===== src/rtl/program_sequencer_pkg.sv =====
// Shared control package for the program sequencer: state encoding and
// default widths used by the sequencer, its interface and sub-module.
package program_sequencer_pkg;

  localparam int PC_W_DEF = 4;
  localparam int OPC_W    = 4;

  typedef enum logic [2:0] {
    ST_IDLE  = 3'd0,
    ST_FETCH = 3'd1,
    ST_LATCH = 3'd2,
    ST_EXEC  = 3'd3,
    ST_PAUSE = 3'd4,
    ST_DONE  = 3'd5
  } state_t;

endpackage


===== src/rtl/program_sequencer_if.sv =====
// Control/program-memory bundle between the sequencer and its environment.
// The sequencer side uses the slave modport; the driving side uses master.
interface program_sequencer_if
  import program_sequencer_pkg::*;
#(
  parameter int PC_W = PC_W_DEF
);

  logic             start;
  logic             stepMode;
  logic             step;
  logic             loop;
  logic [OPC_W-1:0] instrIn;
  logic [PC_W-1:0]  pc;
  logic [OPC_W-1:0] opcode;
  logic             opValid;
  logic             busy;
  logic             done;

  modport master (
    output start, stepMode, step, loop, instrIn,
    input  pc, opcode, opValid, busy, done
  );

  modport slave (
    input  start, stepMode, step, loop, instrIn,
    output pc, opcode, opValid, busy, done
  );

endinterface


===== src/rtl/program_sequencer_pc_counter.sv =====
// Program counter: clear to zero, increment modulo 2^PC_W, or hold.
// Clear wins over increment.
module pc_counter
  import program_sequencer_pkg::*;
#(
  parameter int PC_W = PC_W_DEF
) (
  input  logic            clk,
  input  logic            rst_n,
  input  logic            clr,
  input  logic            inc,
  output logic [PC_W-1:0] pc
);

  // Counter register; natural wrap on increment, no carry out.
  always_ff @(posedge clk) begin
    if (!rst_n) begin
      pc <= '0;
    end else if (clr) begin
      pc <= '0;
    end else if (inc) begin
      pc <= pc + PC_W'(1);
    end
  end

endmodule


===== src/rtl/program_sequencer.sv =====
// Program sequencer: walks a program memory from address 0 to END_ADDR,
// three cycles per instruction, with optional single-step and loop modes.
//
//   state | meaning
//   IDLE  | waiting for start after reset
//   FETCH | pc presented to program memory
//   LATCH | memory data captured into opcode
//   EXEC  | opValid strobe, decide advance or pause
//   PAUSE | single-step hold until a step pulse
//   DONE  | program finished, opcode keeps last instruction
module program_sequencer
  import program_sequencer_pkg::*;
#(
  parameter int PC_W     = PC_W_DEF,
  parameter int END_ADDR = 2**PC_W - 1
) (
  input  logic              CLKin,
  input  logic              RSTn,
  program_sequencer_if.slave bus
);

  localparam logic [PC_W-1:0] LAST_ADDR = PC_W'(END_ADDR);

  state_t           state;
  state_t           state_nxt;
  logic             pc_clr;
  logic             pc_inc;
  logic             advance;
  logic [PC_W-1:0]  pc;
  logic [OPC_W-1:0] opcode;

  pc_counter #(.PC_W(PC_W)) u_pc_counter (
    .clk   (CLKin),
    .rst_n (RSTn),
    .clr   (pc_clr),
    .inc   (pc_inc),
    .pc    (pc)
  );

  // State register; reset abandons any instruction in flight.
  always_ff @(posedge CLKin) begin
    if (!RSTn) begin
      state <= ST_IDLE;
    end else begin
      state <= state_nxt;
    end
  end

  // Instruction register, loaded only in LATCH so it is stable through EXEC
  // and retains the last instruction in DONE.
  always_ff @(posedge CLKin) begin
    if (!RSTn) begin
      opcode <= '0;
    end else if (state == ST_LATCH) begin
      opcode <= bus.instrIn;
    end
  end

  // Next-state and pc control; EXEC (free-running) and PAUSE (on step)
  // share one advance rule.
  always_comb begin
    state_nxt = state;
    pc_clr    = 1'b0;
    pc_inc    = 1'b0;
    advance   = 1'b0;

    case (state)
      ST_IDLE, ST_DONE: begin
        if (bus.start) begin
          state_nxt = ST_FETCH;
          pc_clr    = 1'b1;
        end
      end
      ST_FETCH: state_nxt = ST_LATCH;
      ST_LATCH: state_nxt = ST_EXEC;
      ST_EXEC: begin
        if (bus.stepMode) begin
          state_nxt = ST_PAUSE;
        end else begin
          advance = 1'b1;
        end
      end
      ST_PAUSE: begin
        if (bus.step) begin
          advance = 1'b1;
        end
      end
      default: state_nxt = ST_IDLE;
    endcase

    if (advance) begin
      if (pc != LAST_ADDR) begin
        state_nxt = ST_FETCH;
        pc_inc    = 1'b1;
      end else if (bus.loop) begin
        state_nxt = ST_FETCH;
        pc_clr    = 1'b1;
      end else begin
        state_nxt = ST_DONE;
      end
    end
  end

  assign bus.pc      = pc;
  assign bus.opcode  = opcode;
  assign bus.opValid = (state == ST_EXEC);
  assign bus.busy    = (state != ST_IDLE) && (state != ST_DONE);
  assign bus.done    = (state == ST_DONE);

endmodule


===== src/flat_wrapper.sv =====
// flat-port wrapper written by rule: the top's interface ports become plain ports
module program_sequencer_flat import program_sequencer_pkg::*;
#(
  parameter int PC_W     = PC_W_DEF,
  parameter int END_ADDR = 2**PC_W - 1
)
  (CLKin, RSTn, bus_start, bus_stepMode, bus_step, bus_loop, bus_instrIn, bus_pc, bus_opcode, bus_opValid, bus_busy, bus_done);
  program_sequencer_if #(.PC_W(PC_W)) bus_i ();
  input  logic CLKin;
  input  logic RSTn;
  input wire logic [$bits(bus_i.start)-1:0] bus_start;
  input wire logic [$bits(bus_i.stepMode)-1:0] bus_stepMode;
  input wire logic [$bits(bus_i.step)-1:0] bus_step;
  input wire logic [$bits(bus_i.loop)-1:0] bus_loop;
  input wire logic [$bits(bus_i.instrIn)-1:0] bus_instrIn;
  output wire logic [$bits(bus_i.pc)-1:0] bus_pc;
  output wire logic [$bits(bus_i.opcode)-1:0] bus_opcode;
  output wire logic [$bits(bus_i.opValid)-1:0] bus_opValid;
  output wire logic [$bits(bus_i.busy)-1:0] bus_busy;
  output wire logic [$bits(bus_i.done)-1:0] bus_done;
  assign bus_i.start = bus_start;
  assign bus_i.stepMode = bus_stepMode;
  assign bus_i.step = bus_step;
  assign bus_i.loop = bus_loop;
  assign bus_i.instrIn = bus_instrIn;
  assign bus_pc = bus_i.pc;
  assign bus_opcode = bus_i.opcode;
  assign bus_opValid = bus_i.opValid;
  assign bus_busy = bus_i.busy;
  assign bus_done = bus_i.done;
  program_sequencer #(.PC_W(PC_W), .END_ADDR(END_ADDR)) u_core (.CLKin(CLKin), .RSTn(RSTn), .bus(bus_i));
endmodule

===== config.mk =====
export PLATFORM = sky130hd
export DESIGN_NAME = program_sequencer_flat
export DESIGN_NICKNAME = d
export VERILOG_FILES = /design/src/rtl/program_sequencer_pkg.sv /design/src/rtl/program_sequencer_if.sv /design/src/rtl/program_sequencer_pc_counter.sv /design/src/rtl/program_sequencer.sv /design/src/flat_wrapper.sv
export SDC_FILE = /design/constraint.sdc
export NUM_CORES = 1
export LEC_CHECK = 0
export BUFFER_PORTS_ARGS = -buffer_cell sky130_fd_sc_hd__buf_2
export CORE_MARGIN = 1.5
export CORE_UTILIZATION = 41
export CTS_CLUSTER_SIZE = 16
export DETAILED_ROUTE_END_ITERATION = 6
export GPL_TIMING_DRIVEN = 0
export PLACE_DENSITY_LB_ADDON = 0.2
export SLEW_MARGIN = 40
export SYNTH_ARGS = -nofsm -noshare
export SYNTH_HDL_FRONTEND = slang
export SYNTH_SLANG_ARGS = --single-unit

===== constraint.sdc =====
create_clock -name CLKin -period 1.45 [get_ports CLKin]
set_input_delay 0.145 -clock CLKin [delete_from_list [all_inputs] [get_ports CLKin]]
set_output_delay 0.145 -clock CLKin [all_outputs]
set_load 0.005 [all_outputs]

==> out/metrics.cfg <==
[status]
status=finished, final reports clean

[power_and_ir_drop]
peakVddDrop_uv=590
power.total_mw=0.733
p_seq_share_pct=45.6
netSwitchingFraction_pct=26.7
p_clk_share_pct=28.4
power_frac_comb_pct=26.0
power.leakage_nw=0.339
p_sw_mw=0.196
p_per_area_nw_per_um2=984
internal_power_mw=0.538

[sta]
max_slew_margin_pct=69.9
min_period_ns=1.39
finalSetupViolations=0
finalHoldViolCount=0
fin_skew_ns=0.00506
max_slew.worst_pin.slew_ns=0.450
fmax_mhz=718
slew_viol_final=0
tns_ns=0
holdWs_ns=0.135
period_share_pct=96.0

[final_layout]
final_common_cell=buf_2
utilization_pct=57.3
drive_gt1_share_pct=40.0
syn2layout_area_growth_pct=29.8
layout.cells.most_common_list=buf_2, dfxtp_1, a21oi_1
antenna_cells=0
nets=97
fin_area_um2=746

[logic_synthesis]
synth_warnings=0
seq_area_frac_synth_pct=38.3
avgSynthCellArea_um2=9.73
ys_seq_elements=11
mappedNetlistNets=70
synth_cells=59
synth_cell_types=28
synth.cell_area_um2=574

[routing]
drt_iter0_markers=5
route.detailed.drc=0
vias=510
dr.pass1.iters=3
postRouteAntennaNets=0
wl_per_cell_um=11.0
viasPerCell=5.10
wirelength_um=1100

[floorplan]
core_um2=1300
die-area_um2=1630
die_h_um=40.4
rows=13
die_w_um=40.4
io_pins=21
start_util_pct=44.1

[global_route]
grt_overflow=0
grt_pass1_vias=402
grt.total_usage_pct=16.6
grt_max_degree=10
grt_pass1_wl_um=1740
antenna_found_initial=0

[placement]
globalplace.congestion=0.721
dpl.hpwl_um=819
io_buffer_count=20
place_area_um2=693

[critical_path]
cpMostUsedCell=buf_6
path_delay_family=simple AND/OR/NAND/NOR gates
crit_buf_inv=2
startpoint=u_core.state[1]$_SDFFE_PN0P_
cp_data_arrival_time_ns=1.55
r2r_cells=5
required_ns=1.60
critical_path.slowest_cell=dfxtp_2
r2r-end=u_core.state[0]$_SDFFE_PN0P_
start_kind=flop
path_cells=buf_6, and4bb_1, or2_1, buf_6, o31a_1
slowest_delay_ns=0.33
r2r_slack_ns=0.06
path_max_fanout=8
end_kind=flop
crit_cells=5
critPathKind=flop to flop
r2r-start=u_core.state[1]$_SDFFE_PN0P_
setup.worst_path.end=u_core.state[0]$_SDFFE_PN0P_

[run]
max_cap_viol_count=0

[cts]
cts_buffers=3
root_buffer=clkbuf_4
cts.sink_count=11
clk_pin_slew_ns=0.07
cts_tree=yes
cts_buffer_depth=2
clk_latency_ns=0.27
postCtsHoldBufs=0
ctsHtreeMaxLevel=1

[worst_hold_path]
hold_path.class=input pin to flop

[synthesized netlist by cell type, drive strengths merged]
master	n	share of area [%]
and3b	2	3.3
a21oi	5	4.4
o2111ai	1	1.5
buf	4	7.2
nand4	1	1.1
o31a	1	1.5
nor3b	3	5.7
inv	2	1.3
and4bb	2	4.4
nand3b	1	1.3
nor2b	4	4.4
mux2i	4	7.0
nor3	1	0.87
o22ai	1	1.1
nand2b	1	1.1
or2	1	1.1
o21ai	3	2.6
xnor2	2	3.1
nand2	2	1.3
ha	1	2.2
nor2	3	2.0
nand3	1	0.87
dfxtp	11	38
a32oi	1	1.5
and2	1	1.1
[cell type report]
type | count | area, um^2
Inverter | 2 | 7.51
Timing Repair Buffer | 22 | 115
Buffer | 4 | 45.0
Multi-Input combinational cell | 42 | 312
Tap cell | 15 | 18.8
Sequential cell | 11 | 221
Fill cell | 138 | 556
Clock buffer | 4 | 26.3
[cell families (layout without fill, tap and decap cells)]
logic type	after synthesis	count (layout)	share of synthesized area [%]
and+or+nand+nor	23	23	28.3
AOI/OAI and AO/OA	12	12	12.6
DFF	11	11	38.3
buffers and inverters	6	32	8.50
muxes	4	4	6.97
xor gates and xnor gates	2	2	3.05
adders and majority gates	1	1	2.18
[worst min path at each step]
stage,slack (ns),startpoint,endpoint,cells past startpoint
CTS,0.14,bus_instrIn[1],u_core.bus.opcode[1]$_SDFFE_PN0P_,3
global placement,0.41,bus_instrIn[3],u_core.bus.opcode[3]$_SDFFE_PN0P_,3
floorplan,0.27,RSTn,u_core.state[0]$_SDFFE_PN0P_,1
global route,0.14,bus_instrIn[1],u_core.bus.opcode[1]$_SDFFE_PN0P_,3
detailed placement,0.42,bus_instrIn[2],u_core.bus.opcode[2]$_SDFFE_PN0P_,3
finish,0.14,bus_instrIn[1],u_core.bus.opcode[1]$_SDFFE_PN0P_,3
[worst reg2reg max path, stage by stage, from the launching register on]
cell and delay (ns):
dfxtp_2 0.33, buf_6 0.11, and4bb_1 0.22, or2_1 0.24, buf_6 0.13, o31a_1 0.27
[routing by layer]
layer  vias up  track usage (%)  routed length, um
li1        264                -                  -
met1       229             20.7                526
met2        13             24.6                486
met3         4             5.00                 64
met4         0             10.0                 24
met5         -                0                  0
[registers in the layout (all words and copies together), names as in the netlist]
register                cells
u_core.state                3
u_core.bus.opcode           4
u_core.u_pc_counter.pc      4
[repair_timing]
action,4_1_cts,5_1_grt
setup buffers,0,2
resized for setup,0,4
endpoints found under the hold margin,0,0
setup endpoints to repair,0,5
[power groups by stage]
stage	logic, mW	clock network (mW)	registers (mW)
after floorplan	0.122	0	0.340
after global placement	0.172	0	0.338
after detailed placement	0.176	0	0.339
after CTS	0.175	0.211	0.333
after global routing	0.212	0.231	0.337
final	0.191	0.209	0.334
[through the flow]
stage                     instances  setup WS (ns)
after floorplan                  59          0.106
after global placement           94         0.0671
after detailed placement         94         0.0264
after CTS                        98         0.0279
after global routing            100       -0.00246
final                           100         0.0580
Power figures use the tool's default switching activity.
